[config.mk]
export PLATFORM = sky130hd
export DESIGN_NAME = pooling_sequencer
export DESIGN_NICKNAME = d
export VERILOG_FILES = /design/src/rtl/pooling_sequencer.sv
export SDC_FILE = /design/constraint.sdc
export NUM_CORES = 1
export LEC_CHECK = 0
export CORE_MARGIN = 2
export CORE_UTILIZATION = 52
export DETAILED_ROUTE_END_ITERATION = 10
export MAX_ROUTING_LAYER = met4
export PLACE_DENSITY = 0.81
export SLEW_MARGIN = 20
export SYNTH_ARGS = -nofsm -noshare
export SYNTH_HDL_FRONTEND = slang
export SYNTH_SLANG_ARGS = --single-unit
[constraint.sdc]
create_clock -name clk -period 3.44 [get_ports clk]
set_input_delay 0.688 -clock clk [delete_from_list [all_inputs] [get_ports clk]]
set_output_delay 0.688 -clock clk [all_outputs]
set_load 0.01 [all_outputs]
[src/rtl/pooling_sequencer.sv]
// Sequences 2x2 average pooling of one IMG_W x IMG_H frame from a sync-read RAM through a shared external averager.
// Latency: 6 cycles per window (4 reads, 1 data wait, 1 write); done pulses 1 cycle after the last write.
// Backpressure: with POOL_BACKPRESSURE_EN defined, WR holds until dst_ready; otherwise every write completes at once.
module pooling_sequencer #(
    parameter int RESOLUTION = 8,
    parameter int IMG_W      = 28,
    parameter int IMG_H      = 28,
    localparam int SRC_AW    = $clog2(IMG_W*IMG_H),
    localparam int DST_AW    = (IMG_W*IMG_H/4 > 1) ? $clog2(IMG_W*IMG_H/4) : 1
) (
    input  logic                  clk,
    input  logic                  reset,
    input  logic                  start,
    output logic                  busy,
    output logic                  done,
    output logic                  src_rd_en,
    output logic [SRC_AW-1:0]     src_rd_addr,
    input  logic [RESOLUTION-1:0] src_rd_data,
    output logic [RESOLUTION-1:0] avg_in1,
    output logic [RESOLUTION-1:0] avg_in2,
    output logic [RESOLUTION-1:0] avg_in3,
    output logic [RESOLUTION-1:0] avg_in4,
    input  logic [RESOLUTION-1:0] avg_out,
`ifdef POOL_BACKPRESSURE_EN
    input  logic                  dst_ready,
`endif
    output logic                  dst_wr_en,
    output logic [DST_AW-1:0]     dst_wr_addr,
    output logic [RESOLUTION-1:0] dst_wr_data
);

    localparam int CW = $clog2(IMG_W/2 + 1);
    localparam int RW = $clog2(IMG_H/2 + 1);
    localparam logic [CW-1:0]     C_LAST   = CW'(IMG_W/2 - 1);
    localparam logic [RW-1:0]     R_LAST   = RW'(IMG_H/2 - 1);
    localparam logic [SRC_AW-1:0] ROW_OFF  = SRC_AW'(IMG_W);
    localparam logic [SRC_AW-1:0] ROW_STEP = SRC_AW'(IMG_W + 2);

    if ((IMG_W % 2) != 0 || (IMG_H % 2) != 0 || IMG_W < 2 || IMG_H < 2) begin : g_bad_dims
        $error("pooling_sequencer: IMG_W and IMG_H must be even and at least 2");
    end

    typedef enum logic [2:0] {S_IDLE, S_RD, S_WAIT, S_WR, S_DONE} state_t;

    state_t            state;
    logic [1:0]        k;
    logic [RW-1:0]     r;
    logic [CW-1:0]     c;
    logic [SRC_AW-1:0] base;
    logic              wr_fire;

    function automatic logic [SRC_AW-1:0] win_off(input logic [1:0] idx);
        case (idx)
            2'd0:    win_off = '0;
            2'd1:    win_off = SRC_AW'(1);
            2'd2:    win_off = ROW_OFF;
            default: win_off = ROW_OFF + SRC_AW'(1);
        endcase
    endfunction

`ifdef POOL_BACKPRESSURE_EN
    assign wr_fire = dst_wr_en && dst_ready;
`else
    assign wr_fire = dst_wr_en;
`endif

    // The averager is combinational on the registered window, so its result is the write data directly.
    assign dst_wr_data = avg_out;

    always_ff @(posedge clk or posedge reset) begin
        if (reset) begin
            state       <= S_IDLE;
            k           <= '0;
            r           <= '0;
            c           <= '0;
            base        <= '0;
            busy        <= 1'b0;
            done        <= 1'b0;
            src_rd_en   <= 1'b0;
            src_rd_addr <= '0;
            avg_in1     <= '0;
            avg_in2     <= '0;
            avg_in3     <= '0;
            avg_in4     <= '0;
            dst_wr_en   <= 1'b0;
            dst_wr_addr <= '0;
        end else begin
            case (state)
                S_IDLE: begin
                    if (start) begin
                        state       <= S_RD;
                        k           <= '0;
                        r           <= '0;
                        c           <= '0;
                        base        <= '0;
                        busy        <= 1'b1;
                        src_rd_en   <= 1'b1;
                        src_rd_addr <= '0;
                        dst_wr_addr <= '0;
                    end
                end
                S_RD: begin
                    // Data returned now belongs to the read issued in the previous cycle.
                    case (k)
                        2'd1:    avg_in1 <= src_rd_data;
                        2'd2:    avg_in2 <= src_rd_data;
                        2'd3:    avg_in3 <= src_rd_data;
                        default: ;
                    endcase
                    if (k == 2'd3) begin
                        state     <= S_WAIT;
                        src_rd_en <= 1'b0;
                    end else begin
                        k           <= k + 2'd1;
                        src_rd_addr <= base + win_off(k + 2'd1);
                    end
                end
                S_WAIT: begin
                    avg_in4   <= src_rd_data;
                    state     <= S_WR;
                    dst_wr_en <= 1'b1;
                end
                S_WR: begin
                    if (wr_fire) begin
                        dst_wr_en <= 1'b0;
                        if (r == R_LAST && c == C_LAST) begin
                            state <= S_DONE;
                            done  <= 1'b1;
                            busy  <= 1'b0;
                        end else begin
                            state       <= S_RD;
                            k           <= '0;
                            src_rd_en   <= 1'b1;
                            dst_wr_addr <= dst_wr_addr + DST_AW'(1);
                            if (c == C_LAST) begin
                                c           <= '0;
                                r           <= r + RW'(1);
                                base        <= base + ROW_STEP;
                                src_rd_addr <= base + ROW_STEP;
                            end else begin
                                c           <= c + CW'(1);
                                base        <= base + SRC_AW'(2);
                                src_rd_addr <= base + SRC_AW'(2);
                            end
                        end
                    end
                end
                S_DONE: begin
                    done  <= 1'b0;
                    state <= S_IDLE;
                end
                default: state <= S_IDLE;
            endcase
        end
    end

endmodule

==> out/summary.txt, run 1 <==
Area contributors post-synth: dfrtp_1 48%, mux2_2 9.4%, ha_1 4.1%
Largest net degree at the start of global routing: 43
Tcrit/Tclk final: 0.7020
Final ANT Viol Nets: 0
Vias per std cell: 5.575
Critical path buffer and inverter count: 1
DIE WIDTH: 91.21 um
CP max stage delay: 420 ps
Final min period: 2415 ps
Dpl cell area: 4616 sq um
Power per cell area: 903.6 nW/um^2
Num CTS Buffers: 9
Hold WC Path Type: reg -> reg
Final-stage net count: 458
# setup viols final: 0
Die ar.: 8319 sq um
Post-synth ARST share: 1.000
Crit-path cells: inv_1 > ha_1 > nand3_4 > xnor2_1 > ha_1 > nand3_1 > mux2_4 > or3_1 > a21oi_1 > mux2_2
P_int: 2.661 mW
Slew Viols, Final: 0
Switch Pwr: 1.682 mW
Crit start category: flop
Root buf cell: clkbuf_8
Grt ovf: 0
CTS tree: built
Die Span Y: 91.21 um
Worst-Margin Slew: 740.6 ps
Status: finished, final reports clean
Top delay family on crit path: simple AND/OR/NAND/NOR gates
Post-synth EDFFs: 0
Syn_area_per_cell: 10.63 sq um
Worst-Skew Late Latency: 360 ps
Post-Route WL: 8472 um
Layout fillers: 604
Synth cell count leaders: 76 x dfrtp_1, 33 x mux2_2, 32 x nand2_1, 32 x o21ai_0, 23 x nor2_1
Number of synthesis warnings: 0
Crit path arrival time: 2710 ps
Layout cells sized above 1: 0.1581
Io pins: 81
Syn-to-layout area delta: 21.51%
Combinational power share: 0.474
Top_reg_cell synth: dfrtp_1
Slew headroom: 0.5055
All-Layer GR Usage: 0.2204
Worst vdd ir: 0.3232 mV
Gates resized, CTS repair: 0
Sequential share of power: 0.372
H-tree depth: 3
Sw Ratio: 0.3872
Initial antenna violation count: 0
Seq cells post-synth: 76
Fmax: 0.4141 GHz
RSZ-0062 raised after global routing: false
Postcts setup bufs: 0
Synth top area share: 0.4809
CP Capture Type: flop
DP Wirelength: 5903 um
# DRC: 0
Crit path required time: 3740 ps
Critical path type: reg -> reg
Worst clock skew: 13.75 ps
Worst path most repeated cell: ha_1
Max clock buf depth: 2
Max cap viols: 0
Cts hold-fix bufs: 0
Mapped Area: 3955 sq um
Clk pwr share: 0.154
Clock sinks: 76
Number of global-route vias before repair: 2913
Port Buffers: 64
Sequential area share after synthesis: 0.4809
Slowest-stage cell, CP: dfrtp_1
Ant diodes: 0
Via count: 2949
Synthesized Nets: 404
# rows: 31
Post-Synthesis Cells: 372
Reg clk slew, reported paths: 80 ps
First-pass GRT wire length: 14250 um
RePlAce Congestion: 0.8505
Fin. Hold Viols: 0
Drt wl/cell: 16.02 um
Synth unique cells: 56
Largest fanout on the critical path: 7
P_leak: 2.069 nW
CORE AREA: 7292 sq um
Setup TNS: 0 ps
Final instance area: 4806 sq um
Initial core utilization: 0.5424
Iteration-0 DRC Markers: 233
Most common cell in the synthesized netlist: dfrtp_1
TritonRoute pass-1 iters: 4
Top cell type by total area after synthesis: dfrtp_1
cells in the final DEF, fill, tap and decap left out, types with 3 or more instances in the layout:
| cell | n |
|---|---|
| or3_1 | 5 |
| nand2_1 | 32 |
| o2111ai_1 | 3 |
| inv_1 | 10 |
| a22oi_1 | 3 |
| xnor2_1 | 10 |
| and2_1 | 6 |
| clkinv_4 | 3 |
| xor2_1 | 11 |
| o21ai_0 | 32 |
| and3_1 | 4 |
| dfrtp_1 | 76 |
| nand3_1 | 12 |
| nand4_1 | 3 |
| nor3_1 | 4 |
| a21oi_1 | 15 |
| clkdlybuf4s50_1 | 64 |
| mux2_2 | 33 |
| nor2_1 | 23 |
| clkbuf_8 | 9 |
| buf_4 | 5 |
| nor4_1 | 3 |
| ha_1 | 13 |
| mux2i_1 | 5 |
| o221ai_1 | 3 |
worst paths after layout:
path / slack, ps / from / cells past startpoint / to
worst max-delay path: 1030 / c[1] / 10 / base[7]
worst min-delay path: 480 / src_rd_addr[0] / 2 / src_rd_addr[0]
worst max register to register: 1030 / c[1] / 10 / base[7]
min in group asynchronous: 780 / reset / 2 / base[7]
worst min register to register: 480 / src_rd_addr[0] / 2 / src_rd_addr[0]
max in group asynchronous: 1990 / reset / 3 / r[0]
kinds of logic after synthesis:
family	synth area share
simple gates	0.1462
xor+xnor	0.04650
mux	0.1104
fa+ha+maj	0.04113
flops	0.4809
compound gates	0.1227
buf+inv	0.05125
other cells	0.0009482
stage by stage:
| step | cells | total power, mW | hold WS [ps] | setup WS [ps] | utilization |
|---|---|---|---|---|---|
| floorplan | 372 | 2.840 | 490.7 | 813.7 | - |
| global placement | 514 | 3.603 | 462.0 | 996.9 | 0.6330 |
| detailed placement | 514 | 3.680 | 473.1 | 947.1 | 0.6330 |
| CTS | 529 | 4.354 | 490.6 | 1008 | 0.6591 |
| global route | 529 | 4.643 | 513.0 | 771.7 | 0.6591 |
| finish | 529 | 4.343 | 484.0 | 1025 | 0.6591 |
area by class of cell:
cell class              count  area (sq um)  area share
flip-flops and latches     76          1902      0.3957
multi-input cells         258          1851      0.3851
repair buffers             70         698.2      0.1453
clock buffers               9         123.9     0.02577
well taps                  99         123.9     0.02577
clock inverters             6         66.31     0.01380
inverters                  11         41.29    0.008592
sequential cells by signal, summed over array words and instances (netlist names), 2 cells and up:
signal       flops
avg_in1          8
avg_in2          8
avg_in3          8
avg_in4          8
base             9
c                4
dst_wr_addr      8
k                2
r                4
src_rd_addr     10
state            3
worst register-to-register path, stage by stage (launching register included):
cell and delay (ps):
dfrtp_1 420, inv_1 70, ha_1 220, nand3_4 140, xnor2_1 170, ha_1 220
nand3_1 100, mux2_4 330, or3_1 310, a21oi_1 210, mux2_2 180
power groups by stage:
stage / Sequential (mW) / Clock (mW) / Combinational (mW)
finish: 1.61 / 0.670 / 2.06
CTS: 1.61 / 0.676 / 2.07
detailed placement: 1.62 / 0 / 2.06
global placement: 1.61 / 0 / 1.99
floorplan: 1.60 / 0 / 1.24
global route: 1.67 / 0.715 / 2.25
metal layers:
metal | track usage | up-vias | part of all wire
li1 | - | 1420 | -
met1 | 0.2886 | 1452 | 0.45
met2 | 0.3488 | 59 | 0.49
met3 | 0.03485 | 18 | 0.039
met4 | 0.08207 | 0 | 0.017
met5 | - | - | 0
No activity file was read; power rests on OpenSTA's default activity.
==> run 2, diff against run 1 <==
CORE_UTILIZATION = 47   (was 52)
PLACE_DENSITY = 0.77   (was 0.81)
clock period = 2.04 ns   (was 3.44 ns; I/O delays follow)
==> out/summary.txt, run 2 (synthesis gave the netlist of run 1 again) <==
Syn-to-layout area delta: 34.01%
CP Capture Type: flop
Ant diodes: 0
RePlAce Congestion: 0.8451
Cts hold-fix bufs: 0
Crit-path cells: inv_2 > ha_4 > nand3_4 > xnor2_2 > ha_2 > nand3_2 > mux2_4 > or3_4 > a21oi_2 > mux2_2
First-pass GRT wire length: 14720 um
Hold WC Path Type: reg -> reg
Number of global-route vias before repair: 3113
Io pins: 81
Fin. Hold Viols: 0
Iteration-0 DRC Markers: 174
DP Wirelength: 6344 um
Drt wl/cell: 15.41 um
Top delay family on crit path: simple AND/OR/NAND/NOR gates
H-tree depth: 3
Most frequent cells in the layout: 76 x dfrtp_1, 64 x clkdlybuf4s50_1, 49 x buf_4, 33 x mux2_2, 32 x nand2_1
Area of the multi-input gates: 1961 sq um
Worst vdd ir: 0.5979 mV
Slew headroom: 0.6392
Regs by FF count: src_rd_addr (10), base (9)
Vias per std cell: 5.423
Layout cells sized above 1: 0.2851
# rows: 33
Die Span Y: 95.74 um
Via count: 3156
Status: finished, violations left
Num CTS Buffers: 9
Largest fanout on the critical path: 6
CORE AREA: 8175 sq um
Most common cell after layout, fill and taps aside: dfrtp_1
# setup viols final: 17
Power per cell area: 1548 nW/um^2
Setup TNS: -1228 ps
Gr busiest metal: met2
Final ANT Viol Nets: 0
All-Layer GR Usage: 0.2145
CTS tree: built
Crit path arrival time: 2460 ps
Max clock buf depth: 2
Initial antenna violation count: 0
Top reg by flops: src_rd_addr
RSZ-0062 raised after global routing: true
Reg clk slew, reported paths: 80 ps
Slew Viols, Final: 0
Max reg flops: 10
Worst clock skew: 13.35 ps
Max cap viols: 0
TritonRoute pass-1 iters: 4
DIE WIDTH: 95.74 um
Port Buffers: 64
Met3 Usage GRT: 0.03915
FF+latch area: 1902 sq um
Tcrit/Tclk final: 1.064
Post-Route WL: 8969 um
Crit start category: flop
Clock sinks: 76
Layout fillers: 625
CP max stage delay: 400 ps
Critical path type: reg -> reg
Grt ovf: 0
Worst-Margin Slew: 536.3 ps
Root buf cell: clkbuf_8
Final-stage net count: 505
Setup WS post-layout: -131.2 ps
Fmax: 0.4606 GHz
Met1 usage: 0.2766
Initial core utilization: 0.4838
Final Power: 8.202 mW
GR Util met2: 0.3362
P_leak: 2.333 nW
# DRC: 0
Final min period: 2171 ps
Die ar.: 9165 sq um
Worst R2R Setup Slack: -130 ps
Largest net degree at the start of global routing: 77
Pre-CTS setup slack: -82.35 ps
Critical path buffer and inverter count: 1
Violated checks: negative setup slack
Crit path required time: 2320 ps
Slowest-stage cell, CP: dfrtp_1
Worst-Skew Late Latency: 350 ps
==> run 2: cell types whose count changed in the layout (fill, tap and decap cells not counted), sizes merged <==
cell / change
clkinv: -1
buf: +47
inv: -1
clkbuf: +1
clkinvlp: +1
==> run 2: through the flow <==
step | util | std cells | hold slack, ps | cell area (sq um)
2_1_floorplan | - | 372 | 498.9 | 3985
4_1_cts | 0.6370 | 578 | 485.4 | 5207
6_report | 0.6483 | 582 | 479.1 | 5300
5_1_grt | 0.6483 | 582 | 520.7 | 5300
3_3_place_gp | 0.6108 | 562 | 463.6 | 4994
3_5_place_dp | 0.6108 | 562 | 467.6 | 4994
==> run 2: area by class of cell <==
| cell class | count | area share |
|---|---|---|
| inverter | 11 | 0.008499 |
| tap | 105 | 0.02479 |
| clock buffer | 10 | 0.02408 |
| timing repair buffer | 117 | 0.2037 |
| multi-input combinational | 258 | 0.3699 |
| clock inverter | 5 | 0.01015 |
| sequential | 76 | 0.3588 |
==> run 2: worst paths after layout <==
check,startpoint,depth (start not counted),to
max,c[1],10,base[7]
min,src_rd_addr[3],2,src_rd_addr[3]
max reg2reg,c[1],10,base[7]
min reg2reg,src_rd_addr[3],2,src_rd_addr[3]
max in group asynchronous,reset,3,src_rd_addr[6]
min in group asynchronous,reset,3,avg_in3[1]
==> run 2: timing repair <==
| action | CTS | global route |
|---|---|---|
| pin swaps | 2 | 5 |
| buffers inserted | 1 | 4 |
| gates resized for setup | 9 | 19 |
| endpoints found under the setup margin | 6 | 25 |
==> run 2: worst register-to-register path, cell delays in order, from the launching register on <==
cell and delay, ps:
dfrtp_1 400, inv_2 70, ha_4 140, nand3_4 80
xnor2_2 160, ha_2 220, nand3_2 80, mux2_4 320
or3_4 340, a21oi_2 140, mux2_2 160
==> run 2: per-layer routing <==
metal,wire length [um],share of wire
met5,0,0
met2,4552,0.51
met4,133,0.015
met3,306,0.034
met1,3977,0.44
==> run 2: power breakdown <==
part	internal, mW	total, mW	switching (mW)
clock network	0.555	1.10	0.546
logic	2.47	4.48	2.01
registers	2.11	2.62	0.511
